### src/rtl/ws2812_rx.sv
// ws2812_rx: decodes a WS2812 serial line into GRB pixel strobes with frame-gap, error and overflow flags.
// Run lengths are measured on the synchronised line; every output is registered.
module ws2812_rx #(
    parameter int LED_COUNT            = 512,
    parameter int REVERSE              = 0,
    parameter int CYCLES_HIGH_MIN      = 5,
    parameter int CYCLES_BIT_THRESHOLD = 32,
    parameter int CYCLES_HIGH_MAX      = 100,
    parameter int CYCLES_RESET         = 2500
) (
    input  logic       clk_i,
    input  logic       rst_n_i,
    input  logic       data_i,
    output logic       pixel_valid_o,
    output logic [8:0] address_o,
    output logic [7:0] r_o,
    output logic [7:0] g_o,
    output logic [7:0] b_o,
    output logic       frame_end_o,
    output logic       error_o,
    output logic       overflow_o
);
    localparam logic [11:0] HMIN = 12'(CYCLES_HIGH_MIN);
    localparam logic [11:0] THR  = 12'(CYCLES_BIT_THRESHOLD);
    localparam logic [11:0] HMAX = 12'(CYCLES_HIGH_MAX);
    localparam logic [11:0] RST  = 12'(CYCLES_RESET);
    localparam logic [9:0]  LEDS = 10'(LED_COUNT);

    typedef enum logic [1:0] {HUNT, LOW, HIGH} state_t;

    state_t      state_q, state_d;
    logic        s1_q, s_q, s_prev_q;
    logic [11:0] run_q, run_d;
    logic [4:0]  bit_cnt_q, bit_cnt_d;
    logic [23:0] sr_q, sr_d;
    logic        seen_q, seen_d;
    logic        pend_q, pend_d;
    logic [9:0]  index_q, index_d;
    logic        pv_q, pv_d, fe_q, fe_d, err_q, err_d, ov_q, ov_d;
    logic [8:0]  addr_q, addr_d;
    logic [7:0]  r_q, r_d, g_q, g_d, b_q, b_d;
    logic        rise, fall, gap;

    assign rise = s_q & ~s_prev_q;
    assign fall = ~s_q & s_prev_q;
    // run_q holds the length of a low run while the line is low and on the cycle it rises
    assign gap  = ~s_prev_q && run_q == RST;
    assign run_d = (s_q != s_prev_q) ? 12'd1 : (run_q == 12'hFFF ? run_q : run_q + 12'd1);

    always_comb begin
        state_d   = state_q;
        bit_cnt_d = bit_cnt_q;
        sr_d      = sr_q;
        seen_d    = seen_q;
        pend_d    = 1'b0;
        index_d   = index_q;
        pv_d      = 1'b0;
        fe_d      = 1'b0;
        err_d     = 1'b0;
        ov_d      = ov_q;
        addr_d    = addr_q;
        r_d       = r_q;
        g_d       = g_q;
        b_d       = b_q;
        if (pend_q) begin
            if (index_q < LEDS) begin
                pv_d    = 1'b1;
                g_d     = sr_q[23:16];
                r_d     = sr_q[15:8];
                b_d     = sr_q[7:0];
                addr_d  = REVERSE != 0 ? 9'(LEDS - 10'd1 - index_q) : index_q[8:0];
                index_d = index_q + 10'd1;
            end else begin
                ov_d = 1'b1;
            end
        end
        case (state_q)
            HUNT: begin
                if (gap) begin
                    // a rise can land on the very cycle the gap completes
                    state_d   = rise ? HIGH : LOW;
                    bit_cnt_d = '0;
                    index_d   = '0;
                    seen_d    = 1'b0;
                    ov_d      = 1'b0;
                end
            end
            LOW: begin
                if (gap) begin
                    fe_d      = seen_q;
                    err_d     = seen_q && bit_cnt_q != 5'd0;
                    bit_cnt_d = '0;
                    index_d   = '0;
                    seen_d    = 1'b0;
                    ov_d      = 1'b0;
                end
                if (rise) state_d = HIGH;
            end
            HIGH: begin
                if (run_q == HMAX) begin
                    err_d   = 1'b1;
                    state_d = HUNT;
                end else if (fall) begin
                    if (run_q < HMIN) begin
                        err_d   = 1'b1;
                        state_d = HUNT;
                    end else begin
                        sr_d      = {sr_q[22:0], run_q >= THR};
                        seen_d    = 1'b1;
                        pend_d    = bit_cnt_q == 5'd23;
                        bit_cnt_d = bit_cnt_q == 5'd23 ? 5'd0 : bit_cnt_q + 5'd1;
                        state_d   = LOW;
                    end
                end
            end
            default: state_d = HUNT;
        endcase
    end

    always_ff @(posedge clk_i or negedge rst_n_i) begin
        if (!rst_n_i) begin
            state_q   <= HUNT;
            s1_q      <= 1'b0;
            s_q       <= 1'b0;
            s_prev_q  <= 1'b0;
            run_q     <= '0;
            bit_cnt_q <= '0;
            sr_q      <= '0;
            seen_q    <= 1'b0;
            pend_q    <= 1'b0;
            index_q   <= '0;
            pv_q      <= 1'b0;
            fe_q      <= 1'b0;
            err_q     <= 1'b0;
            ov_q      <= 1'b0;
            addr_q    <= '0;
            r_q       <= '0;
            g_q       <= '0;
            b_q       <= '0;
        end else begin
            state_q   <= state_d;
            s1_q      <= data_i;
            s_q       <= s1_q;
            s_prev_q  <= s_q;
            run_q     <= run_d;
            bit_cnt_q <= bit_cnt_d;
            sr_q      <= sr_d;
            seen_q    <= seen_d;
            pend_q    <= pend_d;
            index_q   <= index_d;
            pv_q      <= pv_d;
            fe_q      <= fe_d;
            err_q     <= err_d;
            ov_q      <= ov_d;
            addr_q    <= addr_d;
            r_q       <= r_d;
            g_q       <= g_d;
            b_q       <= b_d;
        end
    end

    assign pixel_valid_o = pv_q;
    assign address_o     = addr_q;
    assign r_o           = r_q;
    assign g_o           = g_q;
    assign b_o           = b_q;
    assign frame_end_o   = fe_q;
    assign error_o       = err_q;
    assign overflow_o    = ov_q;
endmodule

### config.mk
export PLATFORM = sky130hd
export DESIGN_NAME = ws2812_rx
export DESIGN_NICKNAME = d
export VERILOG_FILES = /design/src/rtl/ws2812_rx.sv
export SDC_FILE = /design/constraint.sdc
export NUM_CORES = 1
export LEC_CHECK = 0
export BUFFER_PORTS_ARGS = -buffer_cell sky130_fd_sc_hd__buf_4
export CAP_MARGIN = 15
export CORE_ASPECT_RATIO = 0.5
export CORE_MARGIN = 3
export CORE_UTILIZATION = 60
export CTS_CLUSTER_DIAMETER = 50
export DETAILED_ROUTE_END_ITERATION = 16
export GPL_TIMING_DRIVEN = 0
export PLACE_DENSITY = 0.81
export SLEW_MARGIN = 20
export SYNTH_ARGS = -nofsm -noshare
export SYNTH_HDL_FRONTEND = slang
export SYNTH_SLANG_ARGS = --single-unit
### constraint.sdc
create_clock -name clk_i -period 3.2 [get_ports clk_i]
set_input_delay 0.16 -clock clk_i [delete_from_list [all_inputs] [get_ports clk_i]]
set_output_delay 0.16 -clock clk_i [all_outputs]
set_load 0.02 [all_outputs]
; ---- Word-level counts from Yosys, hierarchy flattened
; Cells that the tools add are included.
[op_classes]
addsub = 3
mul = 0
n_div = 0
magnitude_cmp = 3
eq_ne = 15
shifts = 0
n_mux = 41
n_bitwise = 6
reduce_logical = 10
[ops]
columns = op, count
row1 = 10-bit two-way mux, 4
row2 = 5-bit two-way mux, 5
row3 = 12-bit == test (second input constant), 2
row4 = 12-bit two-way mux, 2
row5 = 1-bit two-way mux, 21
row6 = 12-bit by 1-bit adder with 12-bit output (second input constant), 1
row7 = 12-bit by 7-bit == test with 1-bit output (second input constant), 1
row8 = 12-bit by 6-bit greater-or-equal comparator with 1-bit output (second input constant), 1
row9 = 12-bit by 3-bit < comparator with 1-bit output (second input constant), 1
row10 = 2-bit inequality test (second input constant), 6
row11 = 10-bit by 1-bit adder with 10-bit output (second input constant), 1
row12 = 10-bit < comparator (second input constant), 1
row13 = 2-bit two-way mux, 5
row14 = 5-bit case mux with 2 select lines, 1
row15 = 2-bit case mux with 3 select lines, 1
row16 = 5-bit by 1-bit adder with 5-bit output (second input constant), 1
row17 = 5-bit == test (second input constant), 1
row18 = 5-bit AND reduction, 1
row19 = 5-bit nonzero test, 1
row20 = 1-bit inverter, 4
row21 = 1-bit case mux with 2 select lines, 2
row22 = 4-bit AND reduction, 1
row23 = 3-bit inequality test (second input constant), 1
row24 = 3-bit AND reduction, 1
row25 = other kinds (10), 12
[word_totals]
regBits = 95
latch_bits = 0
ramBits = 0
romBits = 0
wordCells = 96
memories = 0

; ---- Logic depth before layout (Yosys ltp)
[logic_depth]
depth_word = 6
mapped_depth = 9

; ---- Worst setup path after synthesis
; OpenSTA, ideal clock, no wires.
[synth_path]
path_type = register to register
start = register run_q[7]
end = register sr_q[10]
t_arrival_ns = 2.033
required_ns = 3.075
path_slack_ns = 1.043
path_stages_with_launch = 7
n_path_buf = 2
period_less_slack_ns = 2.157
cell_sequence = dfrtp_1 > or4_1 > nor2_1 > a311o_1 > buf_4 > buf_4 > mux2_2
[synth_via]
elab_chain_len = 3
[synth_lines]
columns = item, line_no
row1 = start: declaration, 33  ; logic [11:0] run_q, run_d;
row2 = start signal: assignment, 145  ; run_q <= run_d;
row3 = 12-bit by 3-bit < comparator with 1-bit output / 12-bit by 7-bit == test with 1-bit output (equally long branches), "104, 100"
row4 = 1-bit inverter (no line), --
row5 = 4-bit AND reduction (no line) (*), --
row6 = end signal: assignment, 147  ; sr_q <= sr_d;
row7 = end: declaration, 35  ; logic [23:0] sr_q, sr_d;
; Mark *: on every way between the ends. The rest lies on a longest branch, timed or not.
; A chain may end at the register's enable or synchronous reset.

; ---- Worst setup path in the final report
[layout_path]
start = register run_q[7]
end = register sr_q[18]
; The elaborated chain is that of the path after synthesis.

==> results.tsv <==
stage	metric	value	unit
place	portBuffers	39	
power_and_ir_drop	p_int	1.876	mW
clocking	cts_resized	0	
place	dp_hpwl	5.474	mm
clocking	postCtsHoldBufs	1	
grt	grt_pass1_vias	2860	
synth	synth_fa_ha_area_share	3.861	%
synth	synth_top_area_share	56.43	%
worst_setup_path	critPathLaunchType	register	
worst_setup_path	required	3.43	ns
routing	ant_nets	0	
power_and_ir_drop	comb_power_share	3.5	%
final_layout	num-fill-cells	397	
clocking	cts_max_path_buffers	2	
timing	max_freq	400.6	MHz
die	die_area	0.008124	sq mm
routing	drcViolationCount	0	
timing	period_needed	2.496	ns
timing	setup_viol	0	
timing	tightest_slew	0.8395	ns
clocking	cts_max_level	3	
worst_hold_path	hp-class	reg -> reg	
synth	yosys_most_used_dff	dfrtp_1	
worst_setup_path	worst-setup-path-type	reg -> reg	
routing	wl	8.047	mm
synth	synth-simple-area-share	11.67	%
power_and_ir_drop	clock_power_share	46.2	%
worst_setup_path	r2r_start	run_q[7]$_DFFE_PN0P_	
power_and_ir_drop	pwr-share-seq	50.3	%
clocking	worstSkewPairLatency	0.35	ns
grt	grt_overflow	0	
power_and_ir_drop	powerDensity	489.2	mW/mm^2
clocking	cts_tree	yes	
synth	syn_area	0.004213	sq mm
timing	finalHoldWorstSlack	0.3504	ns
run_status	outcome	finished clean	
clocking	cts_made_buffers	9	
power_and_ir_drop	total_power	2.428	mW
synth	synth_fp_nets	353	
place	place_congestion	0.8978	
timing	slew_headroom	43.51	%
final_layout	drive_above_1_share	31.73	%
synth	seq_area_frac_synth	56.43	%
die	die_w	124.5	um
grt	antenna_found_initial	0	
routing	wl_per_cell	16.70	um
synth	async_flop_share	100.0	%
clocking	cts_setup_buffers	0	
final_layout	final_cell_mix	dfrtp_1, mux2_2, buf_4	
die	boundaryPins	40	
synth	muxShareOfSynthArea	15.92	%
timing	drv_slew	0	
clocking	path_clk_slew	0.07	ns
power_and_ir_drop	swShare	22.74	%
power_and_ir_drop	ir_drop	0.4052	mV
routing	drtPass1Iterations	4	
die	initial_core_util	65.51	%
synth	synth-compound-area-share	6.207	%
timing	setup_slack	0.7035	ns
place	place_ws	0.7477	ns
clocking	clock-root-buffer	clkbuf_16	
final_layout	syn_to_final_growth	17.82	%
die	row_count	20	
final_layout	instances_no_fill	482	
final_layout	seq_area	0.002377	sq mm
synth	syn_inst	337	
final_layout	nets	405	
worst_setup_path	crit_path_max_fanout	10	
synth	synth_xor_area_share	3.119	%
worst_setup_path	worstSetupEndpointType	register	
die	fp.dieH	65.25	um
final_layout	final_common_cell	dfrtp_1	
final_layout	diodes	0	
worst_setup_path	cp_data_arrival_time	2.73	ns
power_and_ir_drop	leakage	2.508	nW
grt	grt_use_total	21.88	%
worst_setup_path	crit_start	run_q[7]$_DFFE_PN0P_	
grt	grt_max_degree	96	
die	core	0.006431	sq mm
final_layout	multiInputGateArea	0.001727	sq mm
synth	ys_ff_latch	95	
timing	finalHoldViolations	0	
routing	vias	2773	
job	cap_violations	0	
synth	synth_top_family_by_area	multiplexers	
worst_hold_path	min_from	s1_q$_DFF_PN0_	
synth	synth_area_leader_cell	dfrtp_1	
timing	rsz0062_at_grt	no	
clocking	cts_sinks	95	
synth	ys_top_cells_by_area	dfrtp_1, mux2_2, ha_1, nor2_1, xor2_1	
synth	synth.avg_cell_area	12.50	sq um
timing	min_period_over_period	78.02	%
routing	routed_via_density	5.753	
place	placed_cells_incl_taps	464	
timing	finalClockSkew	0.008286	ns
timing	fin_setup_tns	0	ns
grt	grt_pass1_wl	13.92	mm
synth	ys_types	49	
synth	yosysWarnings	0	
synth	synth_edf_count	0	
routing	drt_first_iter_violations	192	
power_and_ir_drop	power.switching	552.1	uW
==> final cells by class <==
type                       instances  share of cell area, %
buffer                            12                  1.462
clock buffer                      10                  4.815
clock inverter                     6                  1.538
inverter                          12                 0.9075
multi-input combinational        218                  34.79
sequential                        95                  47.90
tap                               88                  2.218
timing repair buffer              41                  6.378
==> stage by stage <==
stage	util (%)	area (sq um)
after floorplan	-	4213
after global placement	71.77	4616
after detailed placement	71.77	4616
after CTS	76.83	4941
after global routing	77.18	4964
final	77.18	4964
==> metal layers <==
layer | up-vias | wire [um] | GRT usage (%)
li1 | 1298 | - | -
met1 | 1396 | 3535 | 26.40
met2 | 63 | 3981 | 37.97
met3 | 16 | 375 | 6.412
met4 | 0 | 155 | 8.333
met5 | - | 0 | 0
==> sequential cells by signal, summed over array words and instances, names as in the netlist <==
signal         count
s_prev_q           1
error_o            1
address_o          9
state_q            2
g_o                8
overflow_o         1
sr_q              24
r_o                8
frame_end_o        1
b_o                8
seen_q             1
pixel_valid_o      1
bit_cnt_q          5
index_q           10
run_q             12
s_q                1
s1_q               1
pend_q             1
==> worst paths after layout <==
check                                       endpoint  slack (ns)  depth (start not counted)
max in group asynchronous        sr_q[7]$_DFFE_PN0P_        2.18                          2
worst max register to register  sr_q[18]$_DFFE_PN0P_        0.70                          6
worst min-delay path                   s_q$_DFF_PN0_        0.35                          0
worst max-delay path            sr_q[18]$_DFFE_PN0P_        0.70                          6
min in group asynchronous          error_o$_DFF_PN0_        0.43                          2
worst min register to register         s_q$_DFF_PN0_        0.35                          0
==> cell families (layout without fill, tap and decap cells) <==
logic type	after synthesis	count (layout)
flops	95	95
simple gates	94	94
mux	60	60
compound gates	36	36
buf+inv	24	81
xor+xnor	15	15
fa+ha+maj	13	13
==> critical path: stages (launching register included) <==
cell and delay (ns):
dfrtp_1 0.45, or4_1 0.57, nor2_1 0.38, a311o_1 0.26, buf_4 0.18, buf_4 0.20
mux2_2 0.35
==> synthesized netlist by cell type, types with 2 or more instances <==
| library cell | number |
|---|---|
| a21o_1 | 3 |
| a21oi_1 | 5 |
| a22o_1 | 2 |
| a311o_1 | 2 |
| a31oi_1 | 8 |
| and3_1 | 6 |
| and4_1 | 2 |
| buf_1 | 3 |
| buf_4 | 3 |
| buf_6 | 2 |
| clkbuf_1 | 3 |
| dfrtp_1 | 95 |
| ha_1 | 13 |
| inv_1 | 11 |
| mux2_2 | 56 |
| mux2i_1 | 4 |
| nand2_1 | 18 |
| nand3_1 | 3 |
| nand4_1 | 8 |
| nand4b_1 | 3 |
| nor2_1 | 33 |
| nor2b_1 | 5 |
| nor3_1 | 3 |
| nor4_1 | 3 |
| o21ai_0 | 6 |
| xnor2_1 | 6 |
| xor2_1 | 9 |
==> power by group through the flow <==
stage	Clock [mW]	Combinational (mW)	Sequential [mW]
6_report	1.12	0.0854	1.22
5_1_grt	1.19	0.0991	1.22
4_1_cts	1.13	0.0858	1.22
3_5_place_dp	0	0.0831	1.24
3_3_place_gp	0	0.0784	1.24
2_1_floorplan	0	0.0449	1.24
Note: power is estimated with default switching activity, not from simulation.
